### config.mk
export PLATFORM = sky130hd
export DESIGN_NAME = button_conditioner
export DESIGN_NICKNAME = d
export VERILOG_FILES = /design/src/rtl/button_conditioner_pkg.sv /design/src/rtl/button_conditioner_debounce_channel.sv /design/src/rtl/button_conditioner.sv
export SDC_FILE = /design/constraint.sdc
export NUM_CORES = 1
export LEC_CHECK = 0
export CORE_ASPECT_RATIO = 1.1
export CORE_UTILIZATION = 50
export DETAILED_ROUTE_END_ITERATION = 8
export PLACE_DENSITY = 0.74
export SETUP_SLACK_MARGIN = 0.2
export SYNTH_ARGS = -nofsm -noshare
export SYNTH_HDL_FRONTEND = slang
export SYNTH_SLANG_ARGS = --single-unit
export TNS_END_PERCENT = 1
### constraint.sdc
create_clock -name clk -period 6.92 [get_ports clk]
set_input_delay 1.384 -clock clk [delete_from_list [all_inputs] [get_ports clk]]
set_output_delay 1.384 -clock clk [all_outputs]
set_load 0.02 [all_outputs]
### src/rtl/button_conditioner_pkg.sv
// ============================================================================
// Module : button_conditioner_pkg
// Brief  : Shared button bit indices and default timing constants for the
//          button conditioner and the downstream cursor logic.
// Rev    : 1.0  initial release
// ============================================================================
`default_nettype none

package button_conditioner_pkg;

  localparam int BTN_LEFT  = 0;
  localparam int BTN_YINC  = 1;
  localparam int BTN_YDEC  = 2;
  localparam int BTN_RIGHT = 3;

  localparam int NUM_BUTTONS = 4;

  localparam int DEFAULT_DEBOUNCE_CYCLES = 250000;
  localparam int DEFAULT_REPEAT_DELAY    = 12500000;
  localparam int DEFAULT_REPEAT_PERIOD   = 2500000;

  function automatic int max_int(input int a, input int b);
    return (a > b) ? a : b;
  endfunction

endpackage

`default_nettype wire

### src/rtl/button_conditioner_debounce_channel.sv
// ============================================================================
// Module : debounce_channel
// Brief  : One button: 2-FF synchronizer, debounce counter, press strobe and,
//          with BUTTON_AUTO_REPEAT_EN defined, hold-to-repeat strobes.
// Rev    : 1.0  initial release
// ============================================================================
`default_nettype none

module debounce_channel
  import button_conditioner_pkg::*;
#(
  parameter int DEBOUNCE_CYCLES = DEFAULT_DEBOUNCE_CYCLES
`ifdef BUTTON_AUTO_REPEAT_EN
  ,
  parameter int REPEAT_DELAY    = DEFAULT_REPEAT_DELAY,
  parameter int REPEAT_PERIOD   = DEFAULT_REPEAT_PERIOD
`endif
) (
  input  logic clk,
  input  logic rst,
  input  logic btn_n,
  output logic move_n,
  output logic held
);

  localparam int            c_CW      = $clog2(DEBOUNCE_CYCLES + 1);
  localparam logic [c_CW-1:0] c_DB_LAST = c_CW'(DEBOUNCE_CYCLES - 1);

  logic            r_sync1;
  logic            r_sync2;
  logic            r_stable;
  logic [c_CW-1:0] r_cnt;
  logic            r_move_n;
  logic            r_held;

  logic            w_accept;
  logic            w_press;
  logic            w_release;
  logic            w_rep_fire;

  // A new level is accepted on the edge that completes the stable run.
  assign w_accept  = (r_sync2 != r_stable) && (r_cnt == c_DB_LAST);
  assign w_press   = w_accept & ~r_sync2;
  assign w_release = w_accept &  r_sync2;

  always_ff @(posedge clk or posedge rst) begin
    if (rst) begin
      r_sync1  <= 1'b1;
      r_sync2  <= 1'b1;
      r_stable <= 1'b1;
      r_cnt    <= '0;
      r_move_n <= 1'b1;
      r_held   <= 1'b0;
    end else begin
      r_sync1  <= btn_n;
      r_sync2  <= r_sync1;
      r_move_n <= ~(w_press | w_rep_fire);
      if (r_sync2 == r_stable) begin
        r_cnt <= '0;
      end else if (w_accept) begin
        r_stable <= r_sync2;
        r_held   <= ~r_sync2;
        r_cnt    <= '0;
      end else begin
        r_cnt <= r_cnt + c_CW'(1);
      end
    end
  end

`ifdef BUTTON_AUTO_REPEAT_EN
  localparam int              c_RW     = $clog2(max_int(REPEAT_DELAY, REPEAT_PERIOD) + 1);
  localparam logic [c_RW-1:0] c_DELAY  = c_RW'(REPEAT_DELAY);
  localparam logic [c_RW-1:0] c_PERIOD = c_RW'(REPEAT_PERIOD);

  logic [c_RW-1:0] r_rcnt;
  logic            r_rfirst;

  // r_rcnt holds the number of edges since the last press or repeat strobe.
  assign w_rep_fire = r_held && !w_release &&
                      (r_rcnt == (r_rfirst ? c_DELAY : c_PERIOD));

  always_ff @(posedge clk or posedge rst) begin
    if (rst) begin
      r_rcnt   <= '0;
      r_rfirst <= 1'b0;
    end else if (w_press) begin
      r_rcnt   <= c_RW'(1);
      r_rfirst <= 1'b1;
    end else if (!r_held || w_release) begin
      r_rcnt   <= '0;
      r_rfirst <= 1'b0;
    end else if (w_rep_fire) begin
      r_rcnt   <= c_RW'(1);
      r_rfirst <= 1'b0;
    end else begin
      r_rcnt   <= r_rcnt + c_RW'(1);
    end
  end
`else
  assign w_rep_fire = 1'b0;
`endif

  assign move_n = r_move_n;
  assign held   = r_held;

endmodule

`default_nettype wire

### src/rtl/button_conditioner.sv
// ============================================================================
// Module : button_conditioner
// Brief  : Four independent debounced, active-low single-cycle move strobes.
//          Optional auto-repeat enabled by defining BUTTON_AUTO_REPEAT_EN.
// Rev    : 1.0  initial release
// ============================================================================
`default_nettype none

module button_conditioner
  import button_conditioner_pkg::*;
#(
  parameter int DEBOUNCE_CYCLES = DEFAULT_DEBOUNCE_CYCLES,
  parameter int REPEAT_DELAY    = DEFAULT_REPEAT_DELAY,
  parameter int REPEAT_PERIOD   = DEFAULT_REPEAT_PERIOD
) (
  input  logic       clk,
  input  logic       rst,
  input  logic [3:0] btn_n,
  output logic [3:0] move_n,
  output logic [3:0] held
);

  if (DEBOUNCE_CYCLES < 1 || REPEAT_DELAY < 1 || REPEAT_PERIOD < 1) begin : g_param_check
    $error("button_conditioner: timing parameters must be >= 1");
  end

  for (genvar i = 0; i < NUM_BUTTONS; i++) begin : g_chan
    debounce_channel #(
      .DEBOUNCE_CYCLES (DEBOUNCE_CYCLES)
`ifdef BUTTON_AUTO_REPEAT_EN
      ,
      .REPEAT_DELAY    (REPEAT_DELAY),
      .REPEAT_PERIOD   (REPEAT_PERIOD)
`endif
    ) u_chan (
      .clk    (clk),
      .rst    (rst),
      .btn_n  (btn_n[i]),
      .move_n (move_n[i]),
      .held   (held[i])
    );
  end

endmodule

`default_nettype wire

After elaboration in Yosys (flattened, before gate mapping)
Cells that the tools add are included.
{"block": "word_totals", "output_inout_bits": 8, "inputBits": 6, "regBits": 92}
{"block": "classes", "n_bitwise": 16, "mux": 8, "n_addsub": 4, "reduce_logical": 8, "eq_ne": 12}
{"op": "$mux W18", "count": 8}
{"op": "$add A18 B1 Y18 const B", "count": 4}
{"op": "$eq A18 B18 Y1 const B", "count": 4}
{"op": "$not A1 Y1", "count": 12}
{"op": "$reduce_and A2 Y1", "count": 4}
{"op": "$and A1 B1 Y1", "count": 4}
{"op": "$eq A1 B1 Y1", "count": 4}
{"op": "$logic_and A1 B1 Y1", "count": 4}
{"op": "$ne A1 B1 Y1", "count": 4}

Logic depth before layout (Yosys ltp)
{"block": "depth", "ltp_word": 4, "depth_mapped": 6, "depth_no_buf": 5}

Modules after synthesis
Synthesis repeated with hierarchy kept, for this count alone.
{"block": "hier_totals", "cells_unflattened": 428, "hier_area_um2": 4444.3}
{"module": "debounce_channel", "seq_area_each_um2": 580.6, "area_per_inst_um2": 1111.1, "cells_per_inst": 107, "instances": 4}

Least setup slack after synthesis
OpenSTA, ideal clock, no wires.
{"block": "synth_path", "kind": "flip-flop to output port", "start": "reg g_chan[0].u_chan.r_move_n", "end": "out move_n[0]", "n_path_buf": 1, "setup_slack_ps": 4921, "path_stages_with_launch": 2, "arrival_ps": 615, "path_cell_list": "dfstp_2 -> buf_4"}
{"element": "start: declaration", "line_no": "button_conditioner_debounce_channel.sv:33", "rtl": "logic r_move_n;"}
{"element": "start signal: assignment", "line_no": "button_conditioner_debounce_channel.sv:57", "rtl": "r_move_n <= ~(w_press | w_rep_fire);"}
{"element": "end: declaration", "line_no": "button_conditioner.sv:19", "rtl": "output logic [3:0] move_n,"}
No word-level cell between the ends.

Worst setup path in the final report
{"block": "layout_path", "start": "reg g_chan[3].u_chan.r_move_n", "end": "out move_n[3]"}
{"element": "start: declaration", "line_no": "button_conditioner_debounce_channel.sv:33"}
{"element": "start signal: assignment", "line_no": "button_conditioner_debounce_channel.sv:57"}
No word-level cell between the ends.

==> metrics <==
crit path max-delay cell type=clkdlybuf4s50_1; Die X=about 90 µm; WL/cell=13.5 µm; Post-CTS Resized=0; vias post-DR=roughly 3100; fmax=between 300 and 400 MHz; total CTS buffers=9; total number of yosys warnings=0; Post-DP Area=between 4000 and 5000 µm²; Initial Util=0.519; Final min period=about 2900 ps; unrepaired setup endpoints after global routing=no; cell depth of the worst min-delay path=0; HP Start=g_chan[3].u_chan.r_sync1; Worst Reg-to-Reg Cells=5; Sum Neg Setup Slack=0 ps; n_diodes=0; reg2reg setup slack=about 4700 ps; CP max FO=1; worst path arrival time=between 1000 and 1500 ps; CP bufs+invs=1; cell family with the largest share of critical-path delay=buffers and inverters; global route overflow=0; largest net degree at the start of global routing=just over 90; library cells used by synthesis=40; routed vias/inst=approximately 5.5; crit path launch=g_chan[3].u_chan.move_n; pwr dens=207 nW/µm²; antenna violations before repair=0; Die Ht=between 100 and 150 µm; num ports=14; Reg clk slew, reported paths=~90 ps; ys flop type=dfrtp_1; Final period util=0.415; sequential cell area=approximately 2300 µm²; Max-Cap Viols=0; CP Cell Sequence=clkdlybuf4s50_1; clock buffer depth=2; Synth top cells by count=76 x dfrtp_1, 75 x nor2_1, 42 x xnor2_1; required time worst endpoint=roughly 5500 ps; worst-skew pair later-pin latency=roughly 360 ps; dominant cells by area after synthesis=dfrtp_1 44%, dfstp_2 9.6%, xnor2_1 8.4%, nor2_1 6.4%, xor2_1 3.8%; area of all placed cells without fillers=4770 µm²; post-synthesis cell area=4370 µm²; syn avg cell area=between 10 and 15 µm²; Setup CP Type=register to output port; Final Skew=a little over 8 ps; first-pass GRT wire length=13300 µm; hold buffer count at CTS=0; Yosys reg bits=between 90 and 100; met2 wire length=3680 µm; multi-input logic area=between 1500 and 2000 µm²; layout cells sized above 1=0.0993; Pre-Repair DR Iteration Count=4; CTS sink cnt=92; Port Buf Inserts=13; crit-path max cell delay=~600 ps; Row Count=35; cell taking the most area after synthesis=dfrtp_1; total power=~0.99 mW; count of final max-slew check failures=0; WL final=roughly 7500 µm; most instantiated library cell after synthesis=dfrtp_1; Leak=approximately 1.9 nW; M1 wire length=~3500 µm; core area=8410 µm²; Max rail drop VDD=0.110 mV; Final Hold Vio Count=0; post-route ant nets=0; # H-tree levels=3; final setup vio count=0; gr usage total=0.182; Critical R2R Capture=g_chan[0].u_chan.r_cnt[8]; Hold/Removal Path Class=register to register; status=finished, final reports clean; P&R area growth vs syn=9.34%; Filler Cell Count=approximately 750; worst reg2reg path startpoint=g_chan[0].u_chan.r_cnt[0]; asr flop ratio synth=1.00; Cells after Synth=428; register area share after synthesis=0.532; post-DP HPWL=a little under 5000 µm; Critical Path End Type=output port; vias in the first global route=approximately 2900; Slew Limit Headroom=0.201; fin util=0.568; EDFF count, synth=0; Root Buffer Master=clkbuf_8; setup bufs post-CTS=0; Residual DRC=0; total die area=9110 µm²; WHS Endpoint=g_chan[3].u_chan.r_sync2; highest routed metal layer=met4; Setup crit start kind=register; CTS tree=yes; syn nets=roughly 440; RePlAce Congestion=0.794; drt initial violations=around 180; Slew @ Worst Pin=~1200 ps; nets=around 450; routed wl met3=about 170 µm; Synth top area share=0.436
worst max-delay path by stage:
stage                                       endpoint  slack, ps  cells after the start
after CTS                                  move_n[3]       4030                      1
after global placement    g_chan[3].u_chan.r_cnt[12]       4060                      3
final                                      move_n[3]       4050                      1
after global routing                       move_n[0]       4010                      1
after floorplan                g_chan[0].u_chan.held       3170                      1
after detailed placement   g_chan[1].u_chan.r_cnt[5]       4040                      3
state kept, by name (all words and copies together) (netlist names):
register	count
g_chan.u_chan.r_sync1	4
g_chan.u_chan.r_sync2	4
g_chan.u_chan.r_stable	4
g_chan.u_chan.held	4
g_chan.u_chan.move_n	4
g_chan.u_chan.r_cnt	72
layer usage:
metal,vias up,GRT usage
met5,-,0
met4,0,0.0891
met3,13,0.0318
met2,41,0.289
met1,1505,0.244
li1,1504,-
power breakdown:
part | switching (mW) | internal (mW)
combinational | 0.0235 | 0.00971
clock | 0.196 | 0.205
sequential | 0.00768 | 0.547
placed cells by master, fill, tap and decap left out, types with 13 or more instances in the layout:
master,instances
dfstp_2,16
nor4_1,17
xnor2_1,42
nand4_1,21
nor2_1,75
xor2_1,19
dfrtp_1,76
clkdlybuf4s50_1,13
nor3_1,15
nand2_1,24
nand3_1,24
worst register-to-register path, stage by stage (launching register included):
cell     delay [ps]
dfrtp_1         390
ha_1            220
and3_1          240
nand4_1         140
o21ai_1         930
nor2_1          130
metrics by stage:
stage / std cells / hold slack [ps] / setup WS, ps
floorplan: 428 / 345 / 3170
global placement: 538 / 346 / 4060
detailed placement: 538 / 348 / 4040
CTS: 554 / 361 / 4030
global route: 554 / 365 / 4010
finish: 554 / 360 / 4050
cells by family after synthesis:
group           share of synthesized area
buf+inv                            0.0324
xor+xnor                            0.122
fa+ha+maj                          0.0115
compound gates                     0.0275
flops                               0.532
simple gates                        0.262
mux                                0.0126
final cells by class:
cell class	count	area share
inverters	13	0.0105
clock buffers	9	0.0259
well taps	111	0.0291
flip-flops and latches	92	0.486
repair buffers	14	0.0288
multi-input cells	308	0.399
clock inverters	7	0.0207
Note: power is estimated with default switching activity, not from simulation.
